<file path="config.mk">
export PLATFORM = sky130hd
export DESIGN_NAME = acc_issue_unit_flat
export DESIGN_NICKNAME = d
export VERILOG_FILES = /design/src/rtl/acc_issue_unit_if.sv /design/src/rtl/acc_issue_unit.sv /design/src/flat_wrapper.sv
export SDC_FILE = /design/constraint.sdc
export NUM_CORES = 1
export LEC_CHECK = 0
export CORE_ASPECT_RATIO = 2
export CORE_MARGIN = 5
export CORE_UTILIZATION = 51
export CTS_CLUSTER_SIZE = 24
export DETAILED_ROUTE_END_ITERATION = 8
export GPL_TIMING_DRIVEN = 1
export PLACE_DENSITY = 0.74
export SLEW_MARGIN = 15
export SYNTH_ARGS = -nofsm -noshare
export SYNTH_HDL_FRONTEND = slang
export SYNTH_SLANG_ARGS = --single-unit
</file>
<file path="constraint.sdc">
create_clock -name clk -period 5.8 [get_ports clk]
set_input_delay 1.16 -clock clk [delete_from_list [all_inputs] [get_ports clk]]
set_output_delay 1.16 -clock clk [all_outputs]
set_load 0.05 [all_outputs]
</file>
<file path="src/rtl/acc_issue_unit_if.sv">
// rtl/acc_issue_unit_if.sv - decode-side and accelerator-side signal bundle for acc_issue_unit
//
// Purpose: groups the decode inputs, the stall output, the accelerator command
// handshake and the completion/status signals of the issue unit.
// Ports (signals):
//   decode side : id_valid, accelerator_instr, instr_funct3, mem_read, mem_write,
//                 rs1_data, rs2_data -> stall
//   command     : acc_cmd_valid, acc_cmd_op, acc_cmd_addr, acc_cmd_arg <- acc_cmd_ready
//   completion  : acc_done -> acc_busy, illegal_acc
// Modports: slave = the issue unit, master = the environment driving it.
interface acc_issue_unit_if;
    logic        id_valid;
    logic        accelerator_instr;
    logic [2:0]  instr_funct3;
    logic        mem_read;
    logic        mem_write;
    logic [31:0] rs1_data;
    logic [31:0] rs2_data;
    logic        stall;
    logic        acc_cmd_valid;
    logic        acc_cmd_ready;
    logic [2:0]  acc_cmd_op;
    logic [31:0] acc_cmd_addr;
    logic [31:0] acc_cmd_arg;
    logic        acc_done;
    logic        acc_busy;
    logic        illegal_acc;

    modport slave (
        input  id_valid, accelerator_instr, instr_funct3, mem_read, mem_write,
               rs1_data, rs2_data, acc_cmd_ready, acc_done,
        output stall, acc_cmd_valid, acc_cmd_op, acc_cmd_addr, acc_cmd_arg,
               acc_busy, illegal_acc
    );

    modport master (
        output id_valid, accelerator_instr, instr_funct3, mem_read, mem_write,
               rs1_data, rs2_data, acc_cmd_ready, acc_done,
        input  stall, acc_cmd_valid, acc_cmd_op, acc_cmd_addr, acc_cmd_arg,
               acc_busy, illegal_acc
    );
endinterface

</file>
<file path="src/rtl/acc_issue_unit.sv">
// rtl/acc_issue_unit.sv - in-order accelerator command queue with issue, outstanding tracking and decode stall
//
// Purpose: buffers decoded accelerator instructions, issues them in order to the
// matrix accelerator, counts issued-but-not-done commands and stalls decode when
// the queue is full or a core load/store must wait for accelerator work.
// Ports:
//   clk  - rising-edge clock
//   rst  - synchronous active-high reset
//   bus  - acc_issue_unit_if.slave (decode inputs, stall, command handshake,
//          acc_done, acc_busy, illegal_acc)
module acc_issue_unit #(
    parameter int QUEUE_DEPTH     = 4,
    parameter int MAX_OUTSTANDING = 7
) (
    input  logic           clk,
    input  logic           rst,
    acc_issue_unit_if.slave bus
);
    localparam int PW = (QUEUE_DEPTH > 1) ? $clog2(QUEUE_DEPTH) : 1;
    localparam int CW = PW + 1;

    logic [2:0]    r_q_op   [QUEUE_DEPTH];
    logic [31:0]   r_q_addr [QUEUE_DEPTH];
    logic [31:0]   r_q_arg  [QUEUE_DEPTH];
    logic [PW-1:0] r_wr_ptr;
    logic [PW-1:0] r_rd_ptr;
    logic [CW-1:0] r_count;
    logic [2:0]    r_outstanding;
    logic          r_illegal;

    logic w_acc_req;
    logic w_legal;
    logic w_full;
    logic w_busy;
    logic w_stall;
    logic w_enq;
    logic w_valid;
    logic w_issue;

    assign w_acc_req = bus.id_valid & bus.accelerator_instr;
    assign w_legal   = (bus.instr_funct3 <= 3'd4);
    assign w_full    = (r_count == CW'(QUEUE_DEPTH));
    assign w_busy    = (r_count != '0) | (r_outstanding != 3'd0);

    // Full-queue stall uses only registered count so a same-cycle dequeue never
    // releases it; the memory-ordering stall holds core loads/stores until all
    // accelerator work has drained.
    assign w_stall = (w_acc_req & w_legal & w_full)
                   | (bus.id_valid & ~bus.accelerator_instr
                      & (bus.mem_read | bus.mem_write) & w_busy);

    assign w_enq   = w_acc_req & w_legal & ~w_stall;
    assign w_valid = (r_count != '0) & (r_outstanding < 3'(MAX_OUTSTANDING));
    assign w_issue = w_valid & bus.acc_cmd_ready;

    assign bus.stall         = w_stall;
    assign bus.acc_cmd_valid = w_valid;
    assign bus.acc_cmd_op    = r_q_op[r_rd_ptr];
    assign bus.acc_cmd_addr  = r_q_addr[r_rd_ptr];
    assign bus.acc_cmd_arg   = r_q_arg[r_rd_ptr];
    assign bus.acc_busy      = w_busy;
    assign bus.illegal_acc   = r_illegal;

    always_ff @(posedge clk) begin
        if (rst) begin
            // Storage is cleared too so the head outputs read 0 out of reset.
            for (int i = 0; i < QUEUE_DEPTH; i++) begin
                r_q_op[i]   <= 3'd0;
                r_q_addr[i] <= 32'd0;
                r_q_arg[i]  <= 32'd0;
            end
            r_wr_ptr      <= '0;
            r_rd_ptr      <= '0;
            r_count       <= '0;
            r_outstanding <= 3'd0;
            r_illegal     <= 1'b0;
        end else begin
            if (w_enq) begin
                r_q_op[r_wr_ptr]   <= bus.instr_funct3;
                r_q_addr[r_wr_ptr] <= bus.rs1_data;
                r_q_arg[r_wr_ptr]  <= bus.rs2_data;
                r_wr_ptr           <= r_wr_ptr + PW'(1);
            end
            if (w_issue) begin
                r_rd_ptr <= r_rd_ptr + PW'(1);
            end

            case ({w_enq, w_issue})
                2'b10:   r_count <= r_count + CW'(1);
                2'b01:   r_count <= r_count - CW'(1);
                default: r_count <= r_count;
            endcase

            // A completion with nothing outstanding (and no issue to pair with)
            // is stray and dropped, keeping the counter from wrapping.
            if (w_issue && !bus.acc_done) begin
                r_outstanding <= r_outstanding + 3'd1;
            end else if (!w_issue && bus.acc_done && (r_outstanding != 3'd0)) begin
                r_outstanding <= r_outstanding - 3'd1;
            end

            r_illegal <= w_acc_req & ~w_legal;
        end
    end
endmodule

</file>
<file path="src/flat_wrapper.sv">
// flat-port wrapper written by rule: the top's interface ports become plain ports
module acc_issue_unit_flat 
#(
    parameter int QUEUE_DEPTH     = 4,
    parameter int MAX_OUTSTANDING = 7
)
  (clk, rst, bus_id_valid, bus_accelerator_instr, bus_instr_funct3, bus_mem_read, bus_mem_write, bus_rs1_data, bus_rs2_data, bus_acc_cmd_ready, bus_acc_done, bus_stall, bus_acc_cmd_valid, bus_acc_cmd_op, bus_acc_cmd_addr, bus_acc_cmd_arg, bus_acc_busy, bus_illegal_acc);
  acc_issue_unit_if bus_i ();
  input  logic clk;
  input  logic rst;
  input wire logic [$bits(bus_i.id_valid)-1:0] bus_id_valid;
  input wire logic [$bits(bus_i.accelerator_instr)-1:0] bus_accelerator_instr;
  input wire logic [$bits(bus_i.instr_funct3)-1:0] bus_instr_funct3;
  input wire logic [$bits(bus_i.mem_read)-1:0] bus_mem_read;
  input wire logic [$bits(bus_i.mem_write)-1:0] bus_mem_write;
  input wire logic [$bits(bus_i.rs1_data)-1:0] bus_rs1_data;
  input wire logic [$bits(bus_i.rs2_data)-1:0] bus_rs2_data;
  input wire logic [$bits(bus_i.acc_cmd_ready)-1:0] bus_acc_cmd_ready;
  input wire logic [$bits(bus_i.acc_done)-1:0] bus_acc_done;
  output wire logic [$bits(bus_i.stall)-1:0] bus_stall;
  output wire logic [$bits(bus_i.acc_cmd_valid)-1:0] bus_acc_cmd_valid;
  output wire logic [$bits(bus_i.acc_cmd_op)-1:0] bus_acc_cmd_op;
  output wire logic [$bits(bus_i.acc_cmd_addr)-1:0] bus_acc_cmd_addr;
  output wire logic [$bits(bus_i.acc_cmd_arg)-1:0] bus_acc_cmd_arg;
  output wire logic [$bits(bus_i.acc_busy)-1:0] bus_acc_busy;
  output wire logic [$bits(bus_i.illegal_acc)-1:0] bus_illegal_acc;
  assign bus_i.id_valid = bus_id_valid;
  assign bus_i.accelerator_instr = bus_accelerator_instr;
  assign bus_i.instr_funct3 = bus_instr_funct3;
  assign bus_i.mem_read = bus_mem_read;
  assign bus_i.mem_write = bus_mem_write;
  assign bus_i.rs1_data = bus_rs1_data;
  assign bus_i.rs2_data = bus_rs2_data;
  assign bus_i.acc_cmd_ready = bus_acc_cmd_ready;
  assign bus_i.acc_done = bus_acc_done;
  assign bus_stall = bus_i.stall;
  assign bus_acc_cmd_valid = bus_i.acc_cmd_valid;
  assign bus_acc_cmd_op = bus_i.acc_cmd_op;
  assign bus_acc_cmd_addr = bus_i.acc_cmd_addr;
  assign bus_acc_cmd_arg = bus_i.acc_cmd_arg;
  assign bus_acc_busy = bus_i.acc_busy;
  assign bus_illegal_acc = bus_i.illegal_acc;
  acc_issue_unit #(.QUEUE_DEPTH(QUEUE_DEPTH), .MAX_OUTSTANDING(MAX_OUTSTANDING)) u_core (.clk(clk), .rst(rst), .bus(bus_i));
endmodule
</file>
==> impl_metrics.toml, run 1 <==
[run_status]
status = "finished, final reports clean"

[detailed_routing]
dr.pass1.iters = 5
vias = 6492
via_per_inst = 5.55
wl_per_cell_um = 22.0
drt_iter0_drc = 456
routed_wl_um = 25700
drc = 0
ant_nets = 0

[yosys]
synth_cells = 732
ys_ff_latch = 281
synth_ff_type = "edfxtp_1"
synth_area_mm2 = 0.0122
ys.warnings.count = 0
syn_avg_cell_area_um2 = 16.7
ys_types = 43
synth_fp_nets = 810
synthArstFlopShare = 0
synth-edff-count = 268
ys_seq_area_frac = 0.681

[setup_path]
rrSetupSlack_ns = 3.08
r2r_start = "u_core.r_count[0]$_SDFFE_PP0P_"
crit_required_ns = 4.64
regToRegEndpoint = "u_core.r_q_arg[0][12]$_SDFFCE_PN0P_"
reg2regPathDepth = 6
cp.arrival_ns = 3.18
path_class = "register to output port"
worst-path-max-fanout = 38
endpoint_kind = "output port"
crit_path_end = "bus_acc_cmd_addr[29]"
worst_setup_path_start_kind = "register"

[timing]
timing.hold.ws_ns = 0.540
fmax_mhz = 230
setup_slack_ns = 1.46
skew_ns = 0.00691
hold_viol = 0
setup_violations = 0
finalSetupTns_ns = 0
tightest_slew_ns = 1.05
slew_headroom = 0.303
fin_crit_ns = 4.34
drv_slew = 0
post-route-period-util = 0.748
rsz0062_at_grt = "no"

[power_and_ir_drop]
swShare = 0.311
power_switching_mw = 1.65
powerDensity_mw_per_mm2 = 364
peakVddDrop_uv = 418
power_frac_clock = 0.264
cellLeakagePower_nw = 5.16
seqPwrFrac = 0.464
comb_power_share = 0.272
internal_power_mw = 3.66

[global_route]
grt_max_degree = 69
grt_pass1_vias = 7181
grt_use_total = 0.191
grt_pass1_wl_um = 40100
antenna_found_initial = 0
grt_overflow = 0

[cells_and_area]
insertedDiodeCount = 0
fillers = 1680
synthToLayoutAreaGrowth_pct = 19.7
nets = 945
instances_no_fill = 1170
drive_above_1_share = 0.135

[worst_hold_path]
hold_depth = 2
hold_class = "register to register"
hold_start = "u_core.r_rd_ptr[1]$_SDFFE_PP0P_"

[placed_design]
dp_hpwl_um = 15200
portBuffers = 145
pre_cts_slack_ns = 1.56
gp_congestion = 0.773
dp.cells = 1129

[die]
coreArea_mm2 = 0.0237
ios = 146
die_h_um = 229
fp.dieW_um = 119
die_area_mm2 = 0.0273
num_rows = 80
start_util = 0.514

[clock_network]
cts_hold_buf = 0
clk-insertion-delay-late_ns = 0.51
cts_tree = "yes"
cts_resized = 0
post_cts_buffers = 0
clkSinkCount = 281
clk_pin_slew_worst_paths_ns = 0.07
clockRootBuffer = "clkbuf_16"
ctsHtreeMaxLevel = 1
cts_buffers = 23
cts_buffer_depth = 3

[job]
maxCapViolations = 0
[power groups by stage]
stage	Clock, mW	Combinational, mW	Sequential, mW
after floorplan	0	1.06	2.42
after global placement	0	1.46	2.51
after detailed placement	0	1.47	2.52
after CTS	1.44	1.47	2.47
after global routing	1.51	1.52	2.49
final	1.40	1.45	2.47
[cells by family (layout without fill, tap and decap cells)]
logic type               count (synthesis)  after routing  synth area share
XOR/XNOR                                 6              6           0.00431
adder cells (fa/ha/maj)                  3              3           0.00431
multiplexers                            67             67             0.124
AO/OA/AOI/OAI                           15             15           0.00851
AND/OR/NAND/NOR                        307            307             0.159
buffers and inverters                   53            204            0.0193
flip-flops                             281            281             0.681
[routing by layer]
layer / share of wire / global-route usage / vias up
met3: 0.046 / 0.0265 / 37
met2: 0.56 / 0.359 / 184
met5: 0 / 0 / -
met1: 0.36 / 0.216 / 3292
met4: 0.034 / 0.0757 / 0
li1: - / - / 2979
[state kept, by name, indices dropped and copies added (netlist names), named ones only]
signal	flops
u_core.bus.illegal_acc	1
u_core.r_count	3
u_core.r_outstanding	3
u_core.r_q_addr	128
u_core.r_q_arg	128
u_core.r_q_op	12
u_core.r_rd_ptr	2
u_core.r_wr_ptr	2
[worst max-delay path, stage by stage, from the launching register on]
cell	delay [ns]
dfxtp_4	0.88
buf_4	0.45
mux4_2	0.60
clkdlybuf4s50_1	0.73
[metrics by stage]
| stage | total power, mW | utilization | cell area (um2) |
|---|---|---|---|
| 3_3_place_gp | 3.97 | 0.588 | 14000 |
| 4_1_cts | 5.38 | 0.616 | 14600 |
| 3_5_place_dp | 3.98 | 0.588 | 14000 |
| 6_report | 5.32 | 0.616 | 14600 |
| 2_1_floorplan | 3.48 | - | 12200 |
| 5_1_grt | 5.51 | 0.616 | 14600 |
[cell usage after synthesis (all sizes together), types with 2 or more instances]
cell    count  area (um2)
xnor2       3        26.3
a31oi       2        12.5
nand2b      2        12.5
or3         2        12.5
clkbuf     27         105
and2      268        1680
edfxtp    268        8050
nor4        2        12.5
o21ai       4        23.8
and3        2        12.5
a21oi       2        10.0
nor2        9        33.8
xor2        3        26.3
buf        18         100
fa          2        40.0
inv         8        30.0
or2         2        12.5
nor3b       5        65.1
nand3       4        20.0
nor3        5        25.0
mux4       67        1510
dfxtp      13         260
[layout by cell type, fill, tap and decap left out, drive strengths merged, types with 2 or more instances in the layout]
cell	instances
nor3	5
dfxtp	13
clkinvlp	2
clkinv	8
nor4	2
o21ai	4
a31oi	2
and3	2
xnor2	3
nand2b	2
mux4	67
clkbuf	31
and2	268
nor3b	5
buf	10
edfxtp	268
or3	2
a21oi	2
or2	2
nor2	9
clkdlybuf4s50	145
inv	8
nand3	4
fa	2
xor2	3
[how the worst min path moves through the flow]
stage / to / slack, ns
global placement: u_core.r_count[2]$_SDFFE_PP0P_ / 0.49
CTS: u_core.r_count[2]$_SDFFE_PP0P_ / 0.53
detailed placement: u_core.r_count[2]$_SDFFE_PP0P_ / 0.52
finish: u_core.r_rd_ptr[1]$_SDFFE_PP0P_ / 0.54
floorplan: u_core.r_count[2]$_SDFFE_PP0P_ / 0.47
global route: u_core.r_count[2]$_SDFFE_PP0P_ / 0.54
[layout make-up]
cell class,count,area (um2),area share
Timing Repair Buffer,155,1560,0.107
Clock inverter,10,51.3,0.00351
Sequential cell,281,8320,0.569
Tap cell,287,359,0.0246
Clock buffer,31,606,0.0415
Multi-Input combinational cell,398,3680,0.252
Inverter,8,30.0,0.00206
No activity file was read; power rests on OpenSTA's default activity.
==> inputs of run 2 (changes only) <==
==> constraint.sdc (replaced) <==
create_clock -name clk -period 4.1 [get_ports clk]
set_input_delay 0.82 -clock clk [delete_from_list [all_inputs] [get_ports clk]]
set_output_delay 0.82 -clock clk [all_outputs]
set_load 0.05 [all_outputs]
==> run 2 against run 1 <==
Net effect:
- cell area rose by 0.63%
- critical path type unchanged
- hold slack got worse by 0.0082 ns
- critical endpoint is now bus_stall
- combinational power rose by 48%
- non-clock buffer count rose by 9
- final cell count rose by 0.85%
==> impl_metrics.toml, run 2 (synthesized netlist as in run 1, its figures left out) <==
[placed_design]
pre_cts_slack_ns = 0.657
dpl_cell_area_mm2 = 0.0140
dp.cells = 1138
gp_congestion = 0.740
dp_hpwl_um = 15300
portBuffers = 145

[timing]
post-route-period-util = 0.892
slew_headroom = 0.500
hold_viol = 0
finalSetupTns_ns = 0
rsz0062_at_grt = "no"
fin_crit_ns = 3.66
tightest_slew_ns = 0.750
timing.hold.ws_ns = 0.532
setup_violations = 0
drv_slew = 0
setup_slack_ns = 0.444
skew_ns = 0.0108
fmax_mhz = 274

[power_and_ir_drop]
peakVddDrop_uv = 467
cellLeakagePower_nw = 5.21
powerDensity_mw_per_mm2 = 513
p_total_mw = 7.54

[clock_network]
clockRootBuffer = "clkbuf_16"
cts_resized = 0
post_cts_buffers = 0
cts_buffer_depth = 3
cts_hold_buf = 0
ctsHtreeMaxLevel = 1
cts_buffers = 23
clk-insertion-delay-late_ns = 0.52
clk_pin_slew_worst_paths_ns = 0.07
clkSinkCount = 281
cts_tree = "yes"

[cells_and_area]
final_area_mm2 = 0.0147
final_cell_mix = "and2_1 (268), edfxtp_1 (268), clkdlybuf4s50_1 (145)"
drive_above_1_share = 0.142
instances_no_fill = 1180
nets = 954
synthToLayoutAreaGrowth_pct = 20.5
postLayoutCoreUtil = 0.620
largest_registers = "u_core.r_q_addr (128), u_core.r_q_arg (128), u_core.r_q_op (12)"

[setup_path]
worst-path-max-fanout = 5
cp.arrival_ns = 2.84
crit_chain = "or3_1 > or4_1 > nor4bb_1 > a41o_1 > clkdlybuf4s50_1"
slowest_delay_ns = 0.70
crit_required_ns = 3.28
crit_buf_inv = 1
path_class = "register to output port"
worst_setup_path_start_kind = "register"
endpoint_kind = "output port"
critPathSlowestCell = "clkdlybuf4s50_1"
crit_family = "simple AND/OR/NAND/NOR gates"

[die]
die_area_mm2 = 0.0273
coreArea_mm2 = 0.0237
num_rows = 80
fp.dieW_um = 119
ios = 146
die_h_um = 229
start_util = 0.514

[detailed_routing]
ant_nets = 0
dr.pass1.iters = 5
wl_per_cell_um = 21.7
vias = 6480
drc = 0
drt_iter0_drc = 325
via_per_inst = 5.49
routed_wl_um = 25600

[global_route]
grt_max_degree = 69
antenna_found_initial = 2
grt_use_total = 0.192
grt_pass1_wl_um = 40200
grt_overflow = 0
grt_pass1_vias = 7154

[worst_hold_path]
hold_class = "register to register"

[run_status]
status = "finished, final reports clean"

[job]
maxCapViolations = 0
-- run 2: per-layer routing --
layer  vias up  wire (um)  GRT usage
li1       2984          -          -
met1      3306       9320      0.220
met2       152      14500      0.362
met3        36       1070     0.0255
met4         2        699     0.0670
met5         -         11          0
-- run 2: power breakdown --
group | internal, mW | switching [mW] | total, mW | leakage [nW]
Sequential | 3.30 | 0.118 | 3.42 | 2.88
Clock | 1.03 | 0.954 | 1.98 | 0.320
Combinational | 0.863 | 1.28 | 2.14 | 2.01
Total | 5.20 | 2.35 | 7.54 | 5.21
-- run 2: worst paths after layout --
kind	from	to	slack [ns]	depth (start not counted)
worst max-delay path	u_core.r_count[2]$_SDFFE_PP0P_	bus_stall	0.44	5
worst min-delay path	u_core.r_rd_ptr[1]$_SDFFE_PP0P_	u_core.r_rd_ptr[1]$_SDFFE_PP0P_	0.53	2
worst max register to register	u_core.r_count[2]$_SDFFE_PP0P_	u_core.r_count[2]$_SDFFE_PP0P_	1.69	9
worst min register to register	u_core.r_rd_ptr[1]$_SDFFE_PP0P_	u_core.r_rd_ptr[1]$_SDFFE_PP0P_	0.53	2
-- run 2: tightest hold or removal path: cells and delay by family, from the launching register on --
family        cells  cell delay, ns
flops             1            0.33
simple gates      1            0.10
xor+xnor          1            0.06
-- run 2: final cells by class --
class | instances | area (um2)
clock inverter | 13 | 58.8
tap | 287 | 359
antenna | 1 | 2.50
sequential | 281 | 8320
multi-input combinational | 398 | 3680
clock buffer | 28 | 594
inverter | 8 | 30.0
timing repair buffer | 164 | 1660
fill | 1754 | 9020
